## src/rtl/lsu_pkg.sv

```systemverilog
// Shared types, funct3 codes and request-decoding helpers for the load/store unit.
package lsu_pkg;

    typedef enum logic [1:0] {
        IDLE = 2'd0,
        BUS  = 2'd1,
        RESP = 2'd2
    } state_e;

    localparam logic [2:0] F3_B  = 3'b000;
    localparam logic [2:0] F3_H  = 3'b001;
    localparam logic [2:0] F3_W  = 3'b010;
    localparam logic [2:0] F3_BU = 3'b100;
    localparam logic [2:0] F3_HU = 3'b101;

    function automatic logic funct3_legal(input logic we, input logic [2:0] f3);
        if (we) return (f3 == F3_B) || (f3 == F3_H) || (f3 == F3_W);
        return (f3 == F3_B) || (f3 == F3_H) || (f3 == F3_W) ||
               (f3 == F3_BU) || (f3 == F3_HU);
    endfunction

    function automatic logic addr_aligned(input logic [2:0] f3, input logic [1:0] lo);
        case (f3)
            F3_H, F3_HU: return ~lo[0];
            F3_W:        return lo == 2'b00;
            default:     return 1'b1;
        endcase
    endfunction

    function automatic logic [3:0] store_be(input logic [2:0] f3, input logic [1:0] lo);
        case (f3)
            F3_B:    return 4'b0001 << lo;
            F3_H:    return 4'b0011 << {lo[1], 1'b0};
            default: return 4'b1111;
        endcase
    endfunction

    function automatic logic [31:0] store_data(input logic [2:0] f3, input logic [31:0] wd);
        case (f3)
            F3_B:    return {4{wd[7:0]}};
            F3_H:    return {2{wd[15:0]}};
            default: return wd;
        endcase
    endfunction

endpackage

```

## src/rtl/load_store_unit_if.sv

```systemverilog
// Core-side request/response interface and memory-side bus interface of the LSU.
interface lsu_core_if;
    logic        req_valid;
    logic        req_ready;
    logic        req_we;
    logic [2:0]  req_funct3;
    logic [31:0] req_addr;
    logic [31:0] req_wdata;
    logic        resp_valid;
    logic [31:0] resp_rdata;
    logic        resp_err;

    modport master (
        output req_valid, req_we, req_funct3, req_addr, req_wdata,
        input  req_ready, resp_valid, resp_rdata, resp_err
    );
    modport slave (
        input  req_valid, req_we, req_funct3, req_addr, req_wdata,
        output req_ready, resp_valid, resp_rdata, resp_err
    );
endinterface

interface lsu_mem_if;
    logic        mem_req;
    logic        mem_we;
    logic [31:0] mem_addr;
    logic [3:0]  mem_be;
    logic [31:0] mem_wdata;
    logic        mem_ack;
    logic [31:0] mem_rdata;

    modport master (
        output mem_req, mem_we, mem_addr, mem_be, mem_wdata,
        input  mem_ack, mem_rdata
    );
    modport slave (
        input  mem_req, mem_we, mem_addr, mem_be, mem_wdata,
        output mem_ack, mem_rdata
    );
endinterface

```

## src/rtl/load_store_unit_align.sv

```systemverilog
// Combinational load-lane extraction with sign/zero extension; shared with the pipelined core.
module load_align
    import lsu_pkg::*;
(
    input  logic [31:0] rdata_i,
    input  logic [1:0]  addr_lo_i,
    input  logic [2:0]  funct3_i,
    output logic [31:0] data_o
);

    logic [31:0] shifted;
    logic [7:0]  byte_lane;
    logic [15:0] half_lane;

    always_comb begin
        shifted   = rdata_i >> {addr_lo_i, 3'b000};
        byte_lane = shifted[7:0];
        half_lane = addr_lo_i[1] ? rdata_i[31:16] : rdata_i[15:0];
        case (funct3_i)
            F3_B:    data_o = {{24{byte_lane[7]}}, byte_lane};
            F3_BU:   data_o = {24'd0, byte_lane};
            F3_H:    data_o = {{16{half_lane[15]}}, half_lane};
            F3_HU:   data_o = {16'd0, half_lane};
            default: data_o = rdata_i;
        endcase
    end

endmodule

```

## src/rtl/load_store_unit.sv

```systemverilog
// Multi-cycle RV32I load/store unit: request latch, IDLE/BUS/RESP FSM, bus wait timeout.
module load_store_unit
    import lsu_pkg::*;
#(
    parameter int unsigned TIMEOUT_CYCLES = 15
) (
    input  logic       clk,
    input  logic       reset,
    lsu_core_if.slave  core,
    lsu_mem_if.master  mem
);

    localparam logic [7:0] TMO = 8'(TIMEOUT_CYCLES);

    state_e      state_q, state_d;
    logic [7:0]  cnt_q, cnt_d;
    logic [31:0] rdata_q, rdata_d;
    logic        err_q, err_d;

    logic        we_q;
    logic [2:0]  f3_q;
    logic [31:0] addr_q;
    logic [31:0] wdata_q;

    logic        accept;
    logic        in_bus;
    logic [7:0]  cnt_inc;
    logic [31:0] ld_data;

    assign accept  = core.req_valid && (state_q == IDLE);
    assign in_bus  = (state_q == BUS);
    assign cnt_inc = cnt_q + 8'd1;

    load_align u_align (
        .rdata_i   (mem.mem_rdata),
        .addr_lo_i (addr_q[1:0]),
        .funct3_i  (f3_q),
        .data_o    (ld_data)
    );

    always_comb begin
        state_d = state_q;
        cnt_d   = cnt_q;
        rdata_d = rdata_q;
        err_d   = err_q;
        case (state_q)
            IDLE: begin
                if (accept) begin
                    cnt_d = 8'd0;
                    if (funct3_legal(core.req_we, core.req_funct3) &&
                        addr_aligned(core.req_funct3, core.req_addr[1:0])) begin
                        state_d = BUS;
                    end else begin
                        state_d = RESP;
                        err_d   = 1'b1;
                        rdata_d = 32'd0;
                    end
                end
            end
            BUS: begin
                // Ack takes priority over a timeout landing in the same cycle.
                if (mem.mem_ack) begin
                    state_d = RESP;
                    err_d   = 1'b0;
                    rdata_d = we_q ? 32'd0 : ld_data;
                end else if (cnt_inc == TMO) begin
                    state_d = RESP;
                    err_d   = 1'b1;
                    rdata_d = 32'd0;
                end else begin
                    cnt_d = cnt_inc;
                end
            end
            RESP:    state_d = IDLE;
            default: state_d = IDLE;
        endcase
    end

    always_ff @(posedge clk or negedge reset) begin
        if (!reset) begin
            state_q <= IDLE;
            cnt_q   <= 8'd0;
            rdata_q <= 32'd0;
            err_q   <= 1'b0;
        end else begin
            state_q <= state_d;
            cnt_q   <= cnt_d;
            rdata_q <= rdata_d;
            err_q   <= err_d;
        end
    end

    // Request fields are only observed while in BUS, so they need no reset.
    always_ff @(posedge clk) begin
        if (accept) begin
            we_q    <= core.req_we;
            f3_q    <= core.req_funct3;
            addr_q  <= core.req_addr;
            wdata_q <= core.req_wdata;
        end
    end

    assign core.req_ready  = (state_q == IDLE);
    assign core.resp_valid = (state_q == RESP);
    assign core.resp_rdata = rdata_q;
    assign core.resp_err   = err_q;

    assign mem.mem_req   = in_bus;
    assign mem.mem_we    = in_bus && we_q;
    assign mem.mem_addr  = in_bus ? {addr_q[31:2], 2'b00} : 32'd0;
    assign mem.mem_be    = (in_bus && we_q) ? store_be(f3_q, addr_q[1:0]) : 4'b0000;
    assign mem.mem_wdata = in_bus ? store_data(f3_q, wdata_q) : 32'd0;

endmodule

```

## src/flat_wrapper.sv

```systemverilog
// flat-port wrapper written by rule: the top's interface ports become plain ports
module load_store_unit_flat import lsu_pkg::*;
#(
    parameter int unsigned TIMEOUT_CYCLES = 15
)
  (clk, reset, core_req_valid, core_req_we, core_req_funct3, core_req_addr, core_req_wdata, core_req_ready, core_resp_valid, core_resp_rdata, core_resp_err, mem_mem_req, mem_mem_we, mem_mem_addr, mem_mem_be, mem_mem_wdata, mem_mem_ack, mem_mem_rdata);
  lsu_core_if core_i ();
  lsu_mem_if mem_i ();
  input  logic clk;
  input  logic reset;
  input wire logic [$bits(core_i.req_valid)-1:0] core_req_valid;
  input wire logic [$bits(core_i.req_we)-1:0] core_req_we;
  input wire logic [$bits(core_i.req_funct3)-1:0] core_req_funct3;
  input wire logic [$bits(core_i.req_addr)-1:0] core_req_addr;
  input wire logic [$bits(core_i.req_wdata)-1:0] core_req_wdata;
  output wire logic [$bits(core_i.req_ready)-1:0] core_req_ready;
  output wire logic [$bits(core_i.resp_valid)-1:0] core_resp_valid;
  output wire logic [$bits(core_i.resp_rdata)-1:0] core_resp_rdata;
  output wire logic [$bits(core_i.resp_err)-1:0] core_resp_err;
  output wire logic [$bits(mem_i.mem_req)-1:0] mem_mem_req;
  output wire logic [$bits(mem_i.mem_we)-1:0] mem_mem_we;
  output wire logic [$bits(mem_i.mem_addr)-1:0] mem_mem_addr;
  output wire logic [$bits(mem_i.mem_be)-1:0] mem_mem_be;
  output wire logic [$bits(mem_i.mem_wdata)-1:0] mem_mem_wdata;
  input wire logic [$bits(mem_i.mem_ack)-1:0] mem_mem_ack;
  input wire logic [$bits(mem_i.mem_rdata)-1:0] mem_mem_rdata;
  assign core_i.req_valid = core_req_valid;
  assign core_i.req_we = core_req_we;
  assign core_i.req_funct3 = core_req_funct3;
  assign core_i.req_addr = core_req_addr;
  assign core_i.req_wdata = core_req_wdata;
  assign core_req_ready = core_i.req_ready;
  assign core_resp_valid = core_i.resp_valid;
  assign core_resp_rdata = core_i.resp_rdata;
  assign core_resp_err = core_i.resp_err;
  assign mem_mem_req = mem_i.mem_req;
  assign mem_mem_we = mem_i.mem_we;
  assign mem_mem_addr = mem_i.mem_addr;
  assign mem_mem_be = mem_i.mem_be;
  assign mem_mem_wdata = mem_i.mem_wdata;
  assign mem_i.mem_ack = mem_mem_ack;
  assign mem_i.mem_rdata = mem_mem_rdata;
  load_store_unit #(.TIMEOUT_CYCLES(TIMEOUT_CYCLES)) u_core (.clk(clk), .reset(reset), .core(core_i), .mem(mem_i));
endmodule
```

## config.mk

```make
export PLATFORM = sky130hd
export DESIGN_NAME = load_store_unit_flat
export DESIGN_NICKNAME = d
export VERILOG_FILES = /design/src/rtl/lsu_pkg.sv /design/src/rtl/load_store_unit_if.sv /design/src/rtl/load_store_unit_align.sv /design/src/rtl/load_store_unit.sv /design/src/flat_wrapper.sv
export SDC_FILE = /design/constraint.sdc
export NUM_CORES = 1
export LEC_CHECK = 0
export ABC_AREA = 1
export BUFFER_PORTS_ARGS = -buffer_cell sky130_fd_sc_hd__clkbuf_2
export CORE_MARGIN = 10
export CORE_UTILIZATION = 35
export CTS_CLUSTER_DIAMETER = 60
export DETAILED_ROUTE_END_ITERATION = 16
export HOLD_SLACK_MARGIN = 0.06
export SETUP_SLACK_MARGIN = 0.02
export SYNTH_ARGS = -nofsm -noshare
export SYNTH_HDL_FRONTEND = slang
export SYNTH_SLANG_ARGS = --single-unit
```

## constraint.sdc

```tcl
create_clock -name clk -period 7.7 [get_ports clk]
set_clock_uncertainty 0.15 [all_clocks]
set_input_delay 0 -clock clk [delete_from_list [all_inputs] [get_ports clk]]
set_output_delay 0 -clock clk [all_outputs]
set_load 0.01 [all_outputs]
```

==> results of run 1 <==
[through the flow]
stage / utilization / cell area [µm²] / setup slack [ps]
6_report: 0.525 / 8010 / 4290
3_3_place_gp: 0.435 / 6640 / 4960
3_5_place_dp: 0.435 / 6640 / 4860
5_1_grt: 0.525 / 8010 / 4040
4_1_cts: 0.525 / 8000 / 4320
2_1_floorplan: - / 5490 / 5070
[worst max-delay path, delay by kind of cell (launching register included)]
family / cells / cell delay (ps)
simple gates: 5 / 1550
buf+inv: 2 / 1010
flops: 1 / 400
compound gates: 1 / 240
[registers in the layout, indices dropped and copies added (netlist names)]
register,flops
u_core.we_q,1
u_core.addr_q,32
u_core.state_q,2
u_core.cnt_q,8
u_core.f3_q,3
u_core.wdata_q,32
u_core.core.resp_rdata,32
u_core.core.resp_err,1
[layout make-up]
| cell class | instances | area (µm²) | share of cell area |
|---|---|---|---|
| sequential | 111 | 3120 | 0.389 |
| antenna | 2 | 5.00 | 0.000625 |
| clock inverter | 6 | 68.8 | 0.00859 |
| timing repair buffer | 315 | 2120 | 0.264 |
| tap | 211 | 264 | 0.0330 |
| clock buffer | 10 | 229 | 0.0286 |
| inverter | 83 | 312 | 0.0389 |
| multi-input combinational | 388 | 1900 | 0.237 |
[power groups by stage]
stage / clock [W] / combinational [W] / sequential, W
after detailed placement: 0 / 0.000296 / 0.000749
after floorplan: 0 / 0.000175 / 0.000744
final: 0.000481 / 0.000339 / 0.000737
after CTS: 0.000489 / 0.000340 / 0.000736
after global routing: 0.000509 / 0.000376 / 0.000743
after global placement: 0 / 0.000296 / 0.000748
[synth_stat cells (all sizes together)]
library cell | n | area (µm²)
a21oi | 30 | 150
xor2 | 1 | 8.76
nand4 | 1 | 6.26
clkbuf | 16 | 60.1
nand2 | 132 | 536
a211oi | 8 | 60.1
clkinv | 1 | 3.75
o211ai | 19 | 193
inv | 82 | 308
nor3 | 2 | 10.0
o221ai | 1 | 8.76
or2 | 1 | 6.26
edfxtp | 68 | 2040
o21ai | 35 | 175
conb | 1 | 3.75
buf | 13 | 105
o21bai | 1 | 7.51
nand3 | 34 | 180
o22ai | 13 | 81.3
nor2 | 101 | 392
dfrtp | 43 | 1080
o2111ai | 3 | 26.3
a21o | 1 | 7.51
ha | 2 | 25.0
a22oi | 1 | 12.5
[worst max path at each step]
| stage | start | depth (start not counted) | slack (ps) | end |
|---|---|---|---|---|
| after floorplan | u_core.state_q[0] | 3 | 5070 | u_core.addr_q[0] |
| after global placement | u_core.state_q[1] | 7 | 4960 | u_core.core.resp_rdata[0] |
| after detailed placement | u_core.state_q[1] | 7 | 4860 | u_core.core.resp_rdata[6] |
| after CTS | u_core.state_q[1] | 8 | 4320 | u_core.core.resp_rdata[1] |
| after global routing | u_core.state_q[1] | 8 | 4040 | u_core.core.resp_rdata[4] |
| final | u_core.state_q[1] | 8 | 4290 | u_core.core.resp_rdata[1] |
[cell families after synthesis]
group                    share of synthesized area
XOR/XNOR                                   0.00160
adder cells (fa/ha/maj)                    0.00456
flip-flops                                   0.569
other                                     0.000684
AO/OA/AOI/OAI                                0.132
AND/OR/NAND/NOR                              0.206
buffers and inverters                       0.0869
[repair_timing]
action	4_1_cts	5_1_grt
hold endpoints to repair	147	0
setup endpoints to repair	0	0
hold buffers	107	0
[layer usage]
| layer | part of all wire | vias to the layer above |
|---|---|---|
| met5 | 0.00036 | - |
| met4 | 0.013 | 2 |
| met3 | 0.11 | 16 |
| met2 | 0.47 | 251 |
| met1 | 0.41 | 2442 |
| li1 | - | 2602 |
==> impl_metrics.csv, run 1 <==
group,metric,value,unit
status,outcome,"completed",
global_route,antenna_found_initial,3,
clocking,clockBufferDepth,2,
setup_path,cp-end-kind,"register",
sta,tns,0,ps
global_route,globalRouteMet2Util,0.292,
detailed_routing,wl_per_cell,17.5,µm
clocking,clock_latency,350,ps
power_and_ir_drop,switching_share,0.303,
setup_path,slowest_delay,790,ps
global_route,grt_usage,0.180,
power_and_ir_drop,p_switching,0.000472,W
detailed_routing,viasPerCell,4.72,
yosys,ys_ff_latch,111,
setup_path,cp.required,7850,ps
sta,hold_viol_final,0,
placement,port_buffers,206,
clocking,clkSinkCount,111,
setup_path,crit_type,"reg2reg",
detailed_routing,drc,0,
clocking,tritoncts,"yes",
power_and_ir_drop,combPwrFrac,0.218,
finish,num-nets-final,1014,
sta,post-route-min-period,3410,ps
floorplanning,num_rows,45,
detailed_routing,drt_iter0_drc,284,
clocking,htree_levels,3,
power_and_ir_drop,fin_total_pwr,0.00156,W
finish,final_common_cell,"clkbuf_2",
setup_path,crit_path_top_delay_cell,"nor2_2",
clocking,cts-root-buf,"clkbuf_16",
setup_path,critPathMostFrequentCell,"nand2_1",
placement,place.gp.congestion,0.841,
sta,setup_violations,0,
power_and_ir_drop,power_density,194,nW/µm²
yosys,yosysWarnings,0,
finish,fin_cells,1126,
worst_hold_path,hp-class,"in2async",
clocking,cts_made_buffers,9,
floorplanning,die_w,145,µm
yosys,synthCells,610,
finish,num-fill-cells,1399,
power_and_ir_drop,clockPowerShare,0.309,
global_route,grt_pass1_wl,30500,µm
floorplanning,die_h,145,µm
global_route,grt_pass1_vias,5478,
detailed_routing,drtAntennaViolNets,0,
sta,worst_pin_slew,993,ps
floorplanning,dieArea,21100,µm²
floorplanning,ios,209,
finish,drive_gt1_frac,0.279,
setup_path,ff2ff_setup_slack,4290,ps
sta,worst_hold_slack,128,ps
finish,final_cell_mix,"clkbuf_2, nand2_1, dlygate4sd3_1",
yosys,syn_area,5480,µm²
setup_path,rr_startpoint,"u_core.state_q[1]",
sta,fmax,0.293,GHz
detailed_routing,finalWirelength,19700,µm
power_and_ir_drop,vdd_drop_max,183,µV
clocking,cts_setup_buffers,0,
sta,finalMaxSlewViolations,0,
setup_path,start_kind,"register",
floorplanning,core,15300,µm²
global_route,overflow,0,
power_and_ir_drop,seq_power_share,0.473,
setup_path,reg2regPathDepth,8,
setup_path,arrival,3560,ps
clocking,clk_pin_slew_worst_paths,70,ps
detailed_routing,vias,5313,
power_and_ir_drop,power.internal,0.00108,W
power_and_ir_drop,power_leakage,4.02,nW
clocking,cts_resized,0,
detailed_routing,firstDrtPassIters,5,
placement,dp_hpwl,13700,µm
global_route,grt_max_degree,71,
sta,finalCritPeriodShare,0.443,
sta,rsz0062_at_grt,"no",
yosys,synth_cell_type_count,35,
yosys,syn_area_per_cell,8.99,µm²
setup_path,cp_max_fo,20,
setup_path,timing.rr.end,"u_core.core.resp_rdata[1]",
global_route,grt_use_met1,0.211,
setup_path,crit_chain,"nor2_2 > nand2_1 > nor2_2 > inv_1 > a21oi_1 > nand2_1 > dlygate4sd3_1 > nand2_1",
placement,dpl.cell_count,1001,
sta,relSlewSlack,0.337,
floorplanning,initial_core_util,0.359,
run,maxCapViolCount,0,
yosys,ys_seq_area_frac,0.569,
global_route,busiest_layer,"met2",
finish,areaGrowthSynthToFinish,46.0,%
global_route,grt.met3_usage,0.0795,
Power figures use the tool's default switching activity.
==> inputs of run 2 (changes only) <==
==> constraint.sdc (replaced) <==
create_clock -name clk -period 3 [get_ports clk]
set_clock_uncertainty 0.15 [all_clocks]
set_input_delay 0 -clock clk [delete_from_list [all_inputs] [get_ports clk]]
set_output_delay 0 -clock clk [all_outputs]
set_load 0.01 [all_outputs]
==> run 2 against run 1 <==
Net effect:
- core utilization up 0.52 points
- global-route usage up 0.38 points
- fmax grew 31%
- register-to-register slack lost 3900 ps
- hold slack gained 5.3 ps
- via count increased by 2.0%
- sequential cell count stayed put
- non-clock buffer count rose by 8
- design area grew 0.98%
- combinational power rose to 2.7 times the previous value
- clock power grew 150%
- cell count rose by 0.71%
- critical endpoint is now u_core.core.resp_rdata[0]
==> impl_metrics.csv, run 2 (synthesized netlist as in run 1, its figures left out) <==
group,metric,value,unit
global_route,overflow,0,
detailed_routing,firstDrtPassIters,5,
floorplanning,ios,209,
sta,tns,0,ps
detailed_routing,drc,0,
placement,place.gp.congestion,0.893,
power_and_ir_drop,power.internal,0.00273,W
setup_path,crit_type,"reg2reg",
clocking,cts_setup_buffers,0,
finish,num-nets-final,1022,
clocking,cts_made_buffers,9,
power_and_ir_drop,combPwrFrac,0.227,
detailed_routing,drtAntennaViolNets,0,
floorplanning,die_h,145,µm
sta,rsz0062_at_grt,"no",
global_route,grt_max_degree,46,
setup_path,arrival,2750,ps
clocking,tritoncts,"yes",
detailed_routing,viasPerCell,4.78,
detailed_routing,vias,5418,
power_and_ir_drop,p_switching,0.00126,W
placement,dp_slack,777,ps
clocking,htree_levels,3,
detailed_routing,wl_per_cell,17.6,µm
setup_path,cp.required,3150,ps
global_route,grt_pass1_vias,5670,
power_and_ir_drop,power_density,493,nW/µm²
run,maxCapViolCount,0,
sta,timing.final.ws_setup,400,ps
clocking,clockBufferDepth,2,
floorplanning,dieArea,21100,µm²
placement,port_buffers,206,
clocking,clkSinkCount,111,
detailed_routing,finalWirelength,19900,µm
global_route,antenna_found_initial,2,
finish,areaGrowthSynthToFinish,47.5,%
global_route,grt_usage,0.184,
placement,dp_hpwl,14000,µm
finish,drive_gt1_frac,0.284,
clocking,clk_pin_slew_worst_paths,80,ps
finish,final_cell_mix,"clkbuf_2, nand2_1, dlygate4sd3_1",
sta,post-route-min-period,2600,ps
setup_path,cp_max_fo,20,
power_and_ir_drop,power_leakage,4.06,nW
floorplanning,die_w,145,µm
clocking,cts-root-buf,"clkbuf_16",
clocking,clock_latency,360,ps
floorplanning,initial_core_util,0.359,
power_and_ir_drop,vdd_drop_max,293,µV
setup_path,start_kind,"register",
worst_hold_path,hp-class,"in2async",
sta,setup_violations,0,
sta,worst_pin_slew,848,ps
floorplanning,core,15300,µm²
sta,fmax,0.385,GHz
sta,finalMaxSlewViolations,0,
setup_path,cp-end-kind,"register",
sta,relSlewSlack,0.435,
power_and_ir_drop,seq_power_share,0.471,
status,outcome,"completed",
sta,hold_viol_final,0,
power_and_ir_drop,switching_share,0.315,
power_and_ir_drop,clockPowerShare,0.301,
finish,final_common_cell,"clkbuf_2",
sta,finalCritPeriodShare,0.867,
detailed_routing,drt_iter0_drc,401,
global_route,grt_pass1_wl,31500,µm
floorplanning,num_rows,45,
## run 2: cell count changes in the layout (fill, tap and decap cells not counted)
| cell | delta |
|---|---|
| clkinv_4 | +2 |
| dlygate4sd3_1 | +1 |
| bufinv_16 | -1 |
| inv_8 | +2 |
| buf_12 | +2 |
| clkbuf_1 | -1 |
| buf_4 | +5 |
| clkinv_1 | +1 |
| inv_6 | -1 |
| clkinv_2 | -1 |
| clkinvlp_2 | -1 |
## run 2: worst max-delay path: stages, from the launching register on
cell and delay [ps]:
dfrtp_1 410, nor2_2 120, buf_4 220, nand2_1 110
nor2_2 90, buf_4 280, inv_1 270, a21oi_1 210
nand2_1 70, dlygate4sd3_1 560, nand2_1 70
## run 2: worst paths after layout
check	startpoint	endpoint	slack, ps	cells after the start
max reg2reg	u_core.state_q[1]	u_core.core.resp_rdata[0]	400	10
max in group asynchronous	reset	u_core.core.resp_rdata[27]	1880	3
min in group clk	core_req_addr[16]	u_core.addr_q[16]	200	2
min reg2reg	u_core.core.resp_rdata[17]	u_core.core.resp_rdata[17]	330	2
min	reset	u_core.core.resp_rdata[17]	130	2
max	u_core.state_q[1]	u_core.core.resp_rdata[0]	400	10
## run 2: routing by layer
metal,part of all wire,global-route usage,up-vias
li1,-,-,2624
met1,0.41,0.221,2508
met2,0.46,0.295,267
met3,0.11,0.0764,19
met4,0.015,0.0516,0
met5,0,0,-
## run 2: power by group through the flow
stage	Clock (W)	Sequential (W)	Combinational (W)
6_report	0.00120	0.00188	0.000906
3_5_place_dp	0	0.00191	0.000795
4_1_cts	0.00122	0.00188	0.000908
2_1_floorplan	0	0.00191	0.000449
3_3_place_gp	0	0.00191	0.000795
5_1_grt	0.00126	0.00190	0.00101
## run 2: cell type report
class	instances	area, µm²
inverter	83	312
timing repair buffer	323	2200
sequential	111	3120
antenna	2	5.00
clock inverter	7	63.8
clock buffer	9	225
fill	1406	7170
tap	211	264
multi-input combinational	388	1900
## run 2: per-stage QoR
| stage | util | instance area [µm²] | instances | hold WS, ps | power (W) |
|---|---|---|---|---|---|
| after floorplan | - | 5490 | 611 | -446 | 0.00236 |
| after global placement | 0.440 | 6710 | 1008 | 2.87 | 0.00270 |
| after detailed placement | 0.440 | 6710 | 1008 | -3.45 | 0.00271 |
| after CTS | 0.530 | 8080 | 1132 | 162 | 0.00401 |
| after global routing | 0.530 | 8090 | 1134 | 205 | 0.00417 |
| final | 0.530 | 8090 | 1134 | 133 | 0.00399 |
## run 2: repair_timing
action	CTS	global route
hold endpoints to repair	135	0
hold buffers	108	0
setup endpoints to repair	0	0
gates resized for setup	0	0
==> inputs of run 3 (changes only) <==
--- a/config.mk
+++ b/config.mk
@@ -5,7 +5,6 @@
 export SDC_FILE = /design/constraint.sdc
 export NUM_CORES = 1
 export LEC_CHECK = 0
-export ABC_AREA = 1
 export BUFFER_PORTS_ARGS = -buffer_cell sky130_fd_sc_hd__clkbuf_2
 export CORE_MARGIN = 10
 export CORE_UTILIZATION = 35
==> run 3 against run 2 <==
Net effect:
- fmax decreased by 1.3%
- critical endpoint is now u_core.state_q[0]
- non-clock buffer count up 1
- die area is 4.6% lower
- largest power group unchanged
- highest routed layer unchanged
- synthesized cell count fell by 25%
- hold slack gained 73 ps
- global-route usage is 0.37 points lower
- combinational power rose by 2%
- critical path type unchanged
- design area down 3.4%
==> impl_metrics.csv, run 3 <==
group,metric,value,unit
power_and_ir_drop,vdd_drop_max,561,µV
global_route,antenna_found_initial,0,
power_and_ir_drop,power_density,524,nW/µm²
finish,num-nets-final,867,
yosys,syn_area_per_cell,11.4,µm²
finish,multiInputGateArea,1890,µm²
finish,areaGrowthSynthToFinish,50.6,%
global_route,grt_max_degree,50,
yosys,synth_top_area_frac,0.393,
power_and_ir_drop,clockPowerShare,0.309,
placement,place.gp.congestion,0.900,
sta,relSlewSlack,0.253,
sta,post-route-min-period,2630,ps
sta,fmax,0.380,GHz
setup_path,cp.required,3090,ps
finish,diodes,0,
sta,finalCritPeriodShare,0.878,
status,outcome,"completed",
clocking,htree_levels,3,
clocking,clockBufferDepth,2,
detailed_routing,wl_per_cell,19.3,µm
finish,final_cell_mix,"clkbuf_2, dlygate4sd3_1, edfxtp_1",
detailed_routing,firstDrtPassIters,5,
sta,rsz0062_at_grt,"no",
floorplanning,dieArea,20100,µm²
worst_hold_path,hp-class,"in2reg",
power_and_ir_drop,switching_share,0.298,
clocking,cts_made_buffers,9,
floorplanning,ios,209,
yosys,ys_ff_latch,111,
power_and_ir_drop,power_leakage,3.48,nW
clocking,tritoncts,"yes",
detailed_routing,drc,0,
floorplanning,die_h,142,µm
clocking,cts-root-buf,"clkbuf_16",
clocking,clkSinkCount,111,
placement,dp_hpwl,12900,µm
sta,finalMaxSlewViolations,0,
detailed_routing,vias,4883,
power_and_ir_drop,p_switching,0.00122,W
sta,setup_violations,0,
clocking,cts_setup_buffers,0,
yosys,syn_area,5190,µm²
placement,dp_slack,178,ps
floorplanning,core,14500,µm²
yosys,synth_cell_type_count,51,
yosys,yosys-top-cells-area,"edfxtp_1, dfrtp_1, a21oi_1",
yosys,ys_seq_area_frac,0.601,
floorplanning,num_rows,44,
detailed_routing,finalWirelength,18400,µm
clocking,clock_latency,350,ps
sta,timing.final.ws_setup,365,ps
power_and_ir_drop,combPwrFrac,0.225,
detailed_routing,drtAntennaViolNets,0,
yosys,synthCells,456,
setup_path,arrival,2720,ps
power_and_ir_drop,seq_power_share,0.465,
sta,worst_pin_slew,1120,ps
finish,final_common_cell,"clkbuf_2",
detailed_routing,drt_iter0_drc,271,
setup_path,cp-end-kind,"register",
placement,placed_cell_area,6410,µm²
global_route,grt_pass1_wl,29100,µm
setup_path,start_kind,"register",
clocking,clk_pin_slew_worst_paths,80,ps
yosys,yosysWarnings,0,
finish,num-fill-cells,1233,
global_route,grt_pass1_vias,5337,
sta,tns,0,ps
global_route,overflow,0,
run,maxCapViolCount,0,
detailed_routing,viasPerCell,5.14,
floorplanning,initial_core_util,0.357,
finish,seq_area,3120,µm²
yosys,synthFlopType,"edfxtp_1",
setup_path,crit_type,"reg2reg",
sta,hold_viol_final,0,
finish,final_area,7820,µm²
yosys,synth_top_cell_by_area,"edfxtp_1",
yosys,synth-edff-count,68,
global_route,grt_usage,0.180,
floorplanning,die_w,142,µm
yosys,synth.most_common_cell,"edfxtp_1",
finish,drive_gt1_frac,0.317,
power_and_ir_drop,power.internal,0.00287,W
yosys,postSynth.asyncResetShare,0.387,
yosys,synthTopCellsByCount,"edfxtp_1, a21oi_1, nand2_1, dfrtp_1, and2_1",
placement,port_buffers,206,
setup_path,cp_max_fo,6,
[run 3: cell count changes after synthesis, moves of 20 or more]
cell     previous run  this run
inv_1              77        16
a21oi_1            30        50
nand3_1            32         3
nand2_1           124        49
o21ai_0            34        13
nor2_1             98        24
and2_1              0        39
[run 3: layout make-up]
class,count,area share
clock buffer,9,0.0288
multi-input combinational,298,0.242
tap,184,0.0295
inverter,17,0.00817
clock inverter,7,0.0110
sequential,111,0.399
timing repair buffer,324,0.281
[run 3: power groups by stage]
stage               logic [W]  clock network (W)  registers [W]
floorplan            0.000446                  0        0.00193
global placement     0.000803                  0        0.00193
detailed placement   0.000812                  0        0.00194
CTS                  0.000928            0.00130        0.00190
global route          0.00102            0.00135        0.00193
finish               0.000922            0.00127        0.00191
[run 3: final timing paths]
kind / startpoint / slack, ps / cells after the start / to
setup reg to reg: u_core.cnt_q[1] / 370 / 7 / u_core.state_q[0]
min in group asynchronous: reset / 240 / 2 / u_core.core.resp_rdata[0]
hold reg to reg: u_core.core.resp_rdata[16] / 340 / 1 / u_core.core.resp_rdata[16]
setup / recovery: u_core.cnt_q[1] / 370 / 7 / u_core.state_q[0]
max in group asynchronous: reset / 1770 / 2 / u_core.core.resp_rdata[24]
hold / removal: core_req_addr[30] / 210 / 2 / u_core.addr_q[30]
[run 3: repair_timing]
action | in CTS | in global routing
gates resized for setup | 0 | 1
endpoints found under the setup margin | 0 | 5
hold buffers | 108 | 0
hold endpoints to repair | 152 | 0
[run 3: kinds of logic after synthesis]
family,Yosys count,share of synthesized area
buffers and inverters,48,0.0383
flip-flops,111,0.601
adder cells (fa/ha/maj),2,0.00482
other,1,0.000723
XOR/XNOR,2,0.00338
multiplexers,18,0.0424
AO/OA/AOI/OAI,133,0.175
AND/OR/NAND/NOR,141,0.135
[run 3: worst max-delay path: stages, from the launching register on]
cell,delay (ps)
dfrtp_1,420
ha_1,300
nand3_1,90
or3_1,350
a311o_1,440
nand2_1,120
o21ai_0,80
dlygate4sd3_1,560
[run 3: metal layers]
| layer | share of wire | global-route usage |
|---|---|---|
| met5 | 0 | 0 |
| met2 | 0.48 | 0.295 |
| met1 | 0.39 | 0.209 |
| met4 | 0.013 | 0.0457 |
| met3 | 0.12 | 0.0811 |
[run 3: metrics by stage]
step	hold WS (ps)	std cells	power, W	utilization
floorplan	-446	457	0.00237	-
global placement	27.2	826	0.00274	0.441
detailed placement	28.7	826	0.00275	0.441
CTS	190	950	0.00413	0.537
global route	199	950	0.00429	0.538
finish	207	950	0.00410	0.538
